==> src/rtl/apb_i2c_requester.sv <==
// APB requester that turns single-beat valid/ready commands into APB SETUP/ACCESS transfers
// towards the I2C controller. Optional ACCESS watchdog is enabled by defining APB_TIMEOUT_EN.
module apb_i2c_requester #(
  parameter int TIMEOUT = 255
) (
  input  logic        pclk,
  input  logic        presetn,
  input  logic        cmd_valid,
  output logic        cmd_ready,
  input  logic        cmd_write,
  input  logic [31:0] cmd_addr,
  input  logic [31:0] cmd_wdata,
  output logic        rsp_valid,
  output logic [31:0] rsp_rdata,
  output logic        rsp_err,
  output logic        rsp_timeout,
  output logic        busy,
  output logic        pselx,
  output logic        penable,
  output logic        pwrite,
  output logic [31:0] paddr,
  output logic [31:0] pwdata,
  input  logic [31:0] prdata,
  input  logic        pready,
  input  logic        pslverr
);

  typedef enum logic [1:0] {
    IDLE   = 2'd0,
    SETUP  = 2'd1,
    ACCESS = 2'd2,
    RESP   = 2'd3
  } state_t;

  state_t      state_reg;
  state_t      state_next;
  logic        cmd_ready_reg;
  logic        pwrite_reg;
  logic [31:0] paddr_reg;
  logic [31:0] pwdata_reg;
  logic [31:0] rsp_rdata_reg;
  logic        rsp_err_reg;
  logic        rsp_timeout_reg;
  logic        accept;
  logic        unaligned;
  logic        timeout_hit;

  assign accept    = cmd_valid && cmd_ready_reg;
  assign unaligned = (cmd_addr[1:0] != 2'b00);

`ifdef APB_TIMEOUT_EN
  localparam int CNT_W = $clog2(TIMEOUT + 1);
  localparam logic [CNT_W-1:0] CNT_LAST = CNT_W'(TIMEOUT - 1);

  logic [CNT_W-1:0] count_reg;

  // The abort fires in the TIMEOUT-th stalled ACCESS cycle; a pready in that cycle still wins.
  assign timeout_hit = (state_reg == ACCESS) && !pready && (count_reg == CNT_LAST);

  always_ff @(posedge pclk) begin
    if (!presetn) begin
      count_reg <= '0;
    end else if (state_next == SETUP) begin
      count_reg <= '0;
    end else if ((state_reg == ACCESS) && !pready) begin
      count_reg <= count_reg + CNT_W'(1);
    end
  end
`else
  // Without the watchdog only a degenerate TIMEOUT below 1 could ever abort an ACCESS.
  assign timeout_hit = (TIMEOUT < 1) && (state_reg == ACCESS) && !pready;
`endif

  always_comb begin
    state_next = state_reg;
    case (state_reg)
      IDLE: begin
        if (accept) begin
          state_next = unaligned ? RESP : SETUP;
        end
      end
      SETUP:   state_next = ACCESS;
      ACCESS: begin
        if (pready || timeout_hit) begin
          state_next = RESP;
        end
      end
      RESP:    state_next = IDLE;
      default: state_next = IDLE;
    endcase
  end

  always_ff @(posedge pclk) begin
    if (!presetn) begin
      state_reg       <= IDLE;
      cmd_ready_reg   <= 1'b0;
      pwrite_reg      <= 1'b0;
      paddr_reg       <= '0;
      pwdata_reg      <= '0;
      rsp_rdata_reg   <= '0;
      rsp_err_reg     <= 1'b0;
      rsp_timeout_reg <= 1'b0;
    end else begin
      state_reg     <= state_next;
      cmd_ready_reg <= (state_next == IDLE);

      if ((state_reg == IDLE) && accept) begin
        pwrite_reg <= cmd_write;
        paddr_reg  <= cmd_addr;
        pwdata_reg <= cmd_wdata;
        if (unaligned) begin
          rsp_rdata_reg   <= '0;
          rsp_err_reg     <= 1'b1;
          rsp_timeout_reg <= 1'b0;
        end
      end

      // prdata and pslverr are only meaningful in the pready cycle.
      if (state_reg == ACCESS) begin
        if (pready) begin
          rsp_rdata_reg   <= pwrite_reg ? 32'h0 : prdata;
          rsp_err_reg     <= pslverr;
          rsp_timeout_reg <= 1'b0;
        end else if (timeout_hit) begin
          rsp_rdata_reg   <= '0;
          rsp_err_reg     <= 1'b1;
          rsp_timeout_reg <= 1'b1;
        end
      end
    end
  end

  assign cmd_ready   = cmd_ready_reg;
  assign busy        = (state_reg != IDLE);
  assign pselx       = (state_reg == SETUP) || (state_reg == ACCESS);
  assign penable     = (state_reg == ACCESS);
  assign rsp_valid   = (state_reg == RESP);
  assign pwrite      = pwrite_reg;
  assign paddr       = paddr_reg;
  assign pwdata      = pwdata_reg;
  assign rsp_rdata   = rsp_rdata_reg;
  assign rsp_err     = rsp_err_reg;
  assign rsp_timeout = rsp_timeout_reg;

endmodule

==> config.mk <==
export PLATFORM = sky130hd
export DESIGN_NAME = apb_i2c_requester
export DESIGN_NICKNAME = d
export VERILOG_FILES = /design/src/rtl/apb_i2c_requester.sv
export SDC_FILE = /design/constraint.sdc
export NUM_CORES = 1
export LEC_CHECK = 0
export ABC_CLOCK_PERIOD_IN_PS = 2800
export CORE_MARGIN = 2
export CORE_UTILIZATION = 35
export DETAILED_ROUTE_END_ITERATION = 6
export HOLD_SLACK_MARGIN = 0.12
export PLACE_DENSITY = 0.71
export SKIP_LAST_GASP = 1
export SLEW_MARGIN = 20
export SYNTH_ARGS = -nofsm -noshare
export SYNTH_HDL_FRONTEND = slang
export SYNTH_SLANG_ARGS = --single-unit
==> constraint.sdc <==
create_clock -name pclk -period 2.8 [get_ports pclk]
set_input_delay 0.7 -clock pclk [delete_from_list [all_inputs] [get_ports pclk]]
set_output_delay 0.7 -clock pclk [all_outputs]
set_load 0.01 [all_outputs]
==> Yosys cells after proc, flatten, opt, wreduce, memory -nomap -nowiden <==
Index checks and enable logic that the tools add are counted.
{ "classes": {"muxes": 17, "n_eq_ne": 3, "n_reduce_logical": 7} }
{ "ops": {"columns": ["cell", "n"], "rows": [
  ["$mux W32", 5],
  ["$mux W1", 8],
  ["$pmux W2 S4", 1],
  ["$mux W2", 3],
  ["$eq A2 B2 Y1 const B", 2],
  ["$logic_not A2 Y1", 2],
  ["$reduce_bool A2 Y1", 2],
  ["$eq A2 B1 Y1 const B", 1],
  ["$logic_and A1 B1 Y1", 2],
  ["$logic_or A1 B1 Y1", 1]
]} }
{ "totals": {"input_bits": 102, "elab_cells": 35, "reg_bits": 102, "output_inout_bits": 104} }

==> Depth between registers and ports, before layout <==
{ "depth": {"ltp_word": 5, "ltp_mapped": 7, "depth_no_buf": 5} }

==> Worst setup path before layout <==
No wires, ideal clock.
{ "synth_path": {"path_kind": "input to register", "from": "input port cmd_valid", "to": "register state_reg[0]", "path_buffers": 0, "arrival_ps": 1366, "path_stages": 3, "slack_ps": 1318, "path_cell_list": "and3_1 -> o32a_1 -> and2_2"} }
{ "synth_between": {"elab_chain_cells": 3} }
{ "synth_lines": {"columns": ["item", "line_no", "rtl"], "rows": [
  ["start: declaration", "8", "input logic cmd_valid,"],
  ["$logic_and A1 B1 Y1", "48", "assign accept = cmd_valid && cmd_ready_reg;"],
  ["$mux W2", "78", "if (accept) begin"],
  ["$pmux W2 S4", "76", "case (state_reg)"],
  ["end signal: assignment", "104", "state_reg <= state_next;"],
  ["end: declaration", "35", "state_t state_reg;"]
]} }
No other way between the ends.
A chain may end at the register's enable or synchronous reset.

==> Worst setup path in the final report <==
{ "layout_path": {"from": "register state_reg[0]", "to": "output port busy"} }
{ "layout_between": {"elab_chain_cells": 1} }
{ "layout_lines": {"columns": ["item", "line_no", "rtl"], "rows": [
  ["$reduce_bool A2 Y1", "134", "assign busy = (state_reg != IDLE);"],
  ["end: declaration", "17", "output logic busy,"]
]} }
No other way between the ends.

==> reports/summary.txt <==
status - finished, violations left
failing checks - design-rule violations
Core Area - 0.0115 mm^2
hpwl dp - 8230 um
most instantiated cells after synthesis - nand2_1, dfxtp_1, a21boi_0
ant diodes - 0
CTS tree - built
synth warn - 0
fillers - 1050
post_cts resized - 0
Post-CTS Hold Buffers - 0
Slew Viols, Final - 0
Pwr Total - 4.84 mW
detailed-route via count - 3827
vias in the first global route - 3777
share of the synthesized area in the top cell type - 49.2%
area leader, netlist - dfxtp_1
Vias/cell - 4.83
DR WL/cell - 14.8 um
synthesized area - 0.00415 mm^2
Die Ht - 113 um
Reg clk slew, reported paths - 0.06 ns
part of the cycle the worst path needs - 85.5%
final instance area - 0.00661 mm^2
final setup vio count - 0
first-pass GRT wire length - 18700 um
worst-path fanout max - 4
boundary pin count - 206
antenna violations before repair - 0
Nets - 751
Synth async-reset ratio - 0%
Slew headroom - 65.5%
Worst setup SP type - flop
Fmax - 418 MHz
max cap viols - 0
Arr. time, crit path - 1.69 ns
root buf cell - clkbuf_16
CTS H-tree lvls - 3
critical path class - reg -> out
die width - 113 um
Pre-Repair DR Iteration Count - 7
Buffers on Ports - 205
Num CTS Buffers - 9
DIE AREA - 0.0128 mm^2
Placed Cells incl. Taps - 777
drt drc - 12
clk sinks - 102
Setup Skew - 0.00534 ns
post-synthesis cell type count - 29
Tightest Pin Transition - 0.518 ns
P&R area growth vs syn - 59.0%
final antenna-violating net count - 0
Synth area leaders - dfxtp_1, nand2_1, a21boi_0, a21boi_1, nand3b_1
Initial Util - 36.1%
Fin. Hold Viols - 0
dpl cell area - 0.00624 mm^2
Final Util - 57.4%
flop and latch count out of synthesis - 102
setup TNS - 0 ns
largest net degree at the start of global routing - 103
clock latency on the worst-skew pair - 0.35 ns
GRT Overall Usage - 18.3%
Peak VDD IR - 0.000569 V
Final Non-Filler Cells - 792
HP Class - reg -> reg
Mapped Nets - 563
Mapped Cells - 457
number of core rows - 39
RSZ-0062 raised after global routing - no
PwrDens - 733 mW/mm^2
Final min period - 2.39 ns
Primary FF master, synth - dfxtp_1
sequential area share after synthesis - 49.2%
Post-synth EDFFs - 0
Iteration-0 DRC Markers - 220
Worst Path Required - 2.10 ns
global route overflow - 0
share of cells above drive strength 1 - 6.47%
top-count cell post-synth - nand2_1
Bufs on Longest Clock Path - 2
routability cong. - 0.798
static leakage - 2.26 nW
Total Wirelength - 11700 um
Worst Setup End Kind - output port
syn avg cell area - 9.09 um^2
postcts setup bufs - 0
[worst paths after layout]
| path | slack, ns | endpoint | cells past startpoint | from |
|---|---|---|---|---|
| setup / recovery | 0.41 | busy | 4 | state_reg[0]$_SDFF_PN0_ |
| hold / removal | 0.45 | pwdata[12]$_SDFFE_PN0N_ | 2 | pwdata[12]$_SDFFE_PN0N_ |
| setup reg to reg | 1.08 | pwdata[14]$_SDFFE_PN0N_ | 6 | state_reg[0]$_SDFF_PN0_ |
| hold reg to reg | 0.45 | pwdata[12]$_SDFFE_PN0N_ | 2 | pwdata[12]$_SDFFE_PN0N_ |
[cell usage in the layout (no fill, tap or decap)]
| cell type | netlist | layout |
|---|---|---|
| nand3_1 | 33 | 32 |
| a221oi_1 | 1 | 1 |
| and3_4 | 1 | 1 |
| ha_1 | 4 | 4 |
| nor2_1 | 1 | 1 |
| o21ai_0 | 1 | 1 |
| buf_4 | 4 | 8 |
| a21oi_1 | 1 | 1 |
| dfxtp_1 | 102 | 102 |
| nand2_1 | 131 | 131 |
| clkinvlp_4 | 0 | 2 |
| buf_12 | 1 | 2 |
| and2_1 | 1 | 1 |
| clkdlybuf4s50_1 | 0 | 204 |
| o32a_1 | 1 | 1 |
| inv_1 | 3 | 3 |
| and3_1 | 1 | 1 |
| and4_1 | 1 | 1 |
| nand3b_1 | 32 | 32 |
| a21boi_0 | 44 | 44 |
| a21boi_1 | 42 | 42 |
| o2111ai_4 | 1 | 1 |
| buf_2 | 11 | 1 |
| bufinv_16 | 0 | 4 |
| and3b_1 | 1 | 1 |
| a21boi_2 | 12 | 12 |
| and2_2 | 1 | 1 |
| or2_1 | 1 | 1 |
| nor2b_1 | 3 | 3 |
| nand3_2 | 0 | 1 |
| clkbuf_16 | 0 | 9 |
[report_power, final]
part	total [mW]	switching, mW	internal, mW
Clock	1.50	0.539	0.958
Sequential	1.78	0.118	1.66
Combinational	1.56	0.763	0.802
Total	4.84	1.42	3.42
[worst max-delay path: stages, from the launching register on]
cell and delay (ns):
dfxtp_1 0.35, inv_1 0.09, ha_1 0.28, inv_1 0.08, clkdlybuf4s50_1 0.55
[cells by family after synthesis]
| logic type | share of synthesized area (%) |
|---|---|
| flops | 49.2 |
| compound gates | 20.1 |
| simple gates | 23.5 |
| fa+ha+maj | 1.20 |
| buf+inv | 6.05 |
[area by class of cell]
| type | instances | area [um^2] | share of cell area [%] |
|---|---|---|---|
| Timing Repair Buffer | 215 | 2150 | 32.5 |
| Sequential cell | 102 | 2040 | 30.9 |
| Multi-Input combinational cell | 314 | 1870 | 28.2 |
| Clock buffer | 9 | 225 | 3.41 |
| Tap cell | 143 | 179 | 2.71 |
| Clock inverter | 6 | 135 | 2.05 |
| Inverter | 3 | 11.3 | 0.170 |
[stage by stage]
stage	setup slack (ns)	hold slack (ns)
5_1_grt	0.288	0.471
3_3_place_gp	0.528	0.440
3_5_place_dp	0.498	0.445
2_1_floorplan	1.32	0.479
4_1_cts	0.377	0.454
6_report	0.407	0.452
[metal layers]
layer  share of wire [%]  global-route usage (%)  vias up
li1                    -                       -     1891
met4                 3.6                    8.29        0
met1                  41                    21.2     1773
met3                 7.4                    6.21       29
met2                  48                    30.6      134
met5                   0                       0        -
Note: power is estimated with default switching activity, not from simulation.
==> variant, RTL diff (same settings) <==
Put one more register stage on the output `rsp_timeout`, without a reset. The value now appears one clock later. The other outputs are not delayed to match.
--- a/src/rtl/apb_i2c_requester.sv
+++ b/src/rtl/apb_i2c_requester.sv
@@ -142,3 +142,5 @@
   assign rsp_err     = rsp_err_reg;
-  assign rsp_timeout = rsp_timeout_reg;
+  always_ff @(posedge pclk) begin
+    rsp_timeout <= rsp_timeout_reg;
+  end
 
Formal check against the unedited RTL: same outputs for any inputs over 10 cycles, from zero or initial values and one cycle with presetn low; that may be too few to reach the edited logic, so the function may still have changed.
==> variant against the original RTL <==
The flow still finishes with violations (DRC). Synthesized cell count increased by 0.22%. Wire length grew 0.29%. Sequential cell count rose by 1. Setup slack gained 0.030 ns. Area after synthesis grew 0.48%. Final area fell by 0.74%. Power decreased by 6.2%. Sequential share of layout area is 0.54 points higher. Critical path type unchanged. Largest power group unchanged.
==> variant: results (changes against the original RTL) <==
drive_gt1_frac: 0.0614  # -0.00327
clk_pin_slew_ns: 0.06  # about the same
syn-num-nets: 564  # +0.18%
crit_fanout: 4  # unchanged
grt_pass1_vias: 3781  # +0.11%
p_leak_nw: 2.23  # -1.1%
cts_buffers: 9  # unchanged
yosysSeqAreaShare: 0.494  # +0.00244
wl_per_cell_um: 14.8  # about the same
violations: "DRC"
dr.pass1.iters: 6  # -1
viasPerCell: 4.81  # -0.43%
fin_worst_skew_ns: 0.00517  # -0.000171 ns
nets: 752  # +0.13%
io_buffer_count: 205  # unchanged
hp-class: "register to register"
finalWeightedCongestion: 0.735  # -7.9%
cts_max_level: 3  # unchanged
grt_max_degree: 52  # -50%
arrival_ns: 1.66  # -0.03 ns
clk_latency_ns: 0.33  # -0.02 ns
setup_tns_ns: 0  # unchanged
fillers: 1059  # +0.86%
root_buffer: "clkbuf_16"
outcome: "finished with violations"
relSlewSlack: 0.625  # -0.0296
drt_iter0_drc: 180  # -18%
grt_pass1_wl_um: 18400  # -1.5%
yosys_warnings: 0  # unchanged
synth_area_leaders: "dfxtp_1 (49%), nand2_1 (12%), a21boi_0 (7.9%)"
track_usage: 0.177  # -0.00589
synth_common_cells: "nand2_1 (131), dfxtp_1 (103), a21boi_0 (44)"
ir_drop_mv: 0.335  # -41%
dp_hpwl_um: 8360  # +1.5%
drc: 12  # unchanged
## variant: cell types whose count changed in the layout (fill, tap and decap cells not counted)
| cell | change |
|---|---|
| buf_4 | -1 |
| buf_12 | +1 |
| clkbuf_8 | +2 |
| dfxtp_1 | +1 |
| clkbuf_1 | +3 |
| bufinv_16 | -4 |
## variant: final cells by class
| type | instances | share of cell area |
|---|---|---|
| Inverter | 3 | 0.00172 |
| Clock inverter | 2 | 0.00229 |
| Clock buffer | 14 | 0.0403 |
| Tap cell | 143 | 0.0273 |
| Timing Repair Buffer | 215 | 0.329 |
| Multi-Input combinational cell | 314 | 0.285 |
| Sequential cell | 103 | 0.315 |
## variant: cell families (layout without fill, tap and decap cells)
kind of cell	Yosys count	count (layout)	share of synthesized area
adder cells (fa/ha/maj)	4	4	0.0120
AO/OA/AOI/OAI	103	103	0.200
flip-flops	103	103	0.494
AND/OR/NAND/NOR	207	207	0.234
buffers and inverters	41	234	0.0603
## variant: metal layers
layer  share of wire  up-vias  global-route usage
met2            0.49      118               0.313
met3           0.066       24              0.0402
li1                -     1899                   -
met1            0.41     1779               0.201
met5               0        -                   0
met4           0.028        0              0.0854
## variant: worst paths after layout
kind | from | to | slack (ns) | cells past startpoint
worst max-delay path | state_reg[1]$_SDFF_PN0_ | busy | 0.44 | 4
worst min-delay path | rsp_timeout_reg$_SDFF_PN0_ | rsp_timeout$_DFF_P_ | 0.35 | 0
worst max register to register | state_reg[0]$_SDFF_PN0_ | paddr[19]$_SDFFE_PN0N_ | 1.03 | 6
worst min register to register | rsp_timeout_reg$_SDFF_PN0_ | rsp_timeout$_DFF_P_ | 0.35 | 0
## variant: stage by stage
stage | hold slack, ns | setup slack (ns) | cells | cell area (sq um) | power [mW]
after CTS | 0.349 | 0.407 | 794 | 6560 | 4.60
final | 0.348 | 0.437 | 794 | 6560 | 4.54
after global placement | 0.340 | 0.536 | 778 | 6280 | 3.37
after detailed placement | 0.336 | 0.391 | 778 | 6280 | 3.41
after floorplan | 0.324 | 1.32 | 458 | 4170 | 2.69
after global routing | 0.356 | 0.344 | 794 | 6560 | 4.79
## variant: power by group
part | switching (mW) | internal [mW] | leakage, nW
Combinational | 0.769 | 0.808 | 1.27
Clock | 0.517 | 0.653 | 0.129
Sequential | 0.118 | 1.68 | 0.835
## variant: worst max-delay path: stages, from the launching register on
cell and delay [ns]:
dfxtp_1 0.38, inv_1 0.08, ha_1 0.26, inv_1 0.08, clkdlybuf4s50_1 0.54
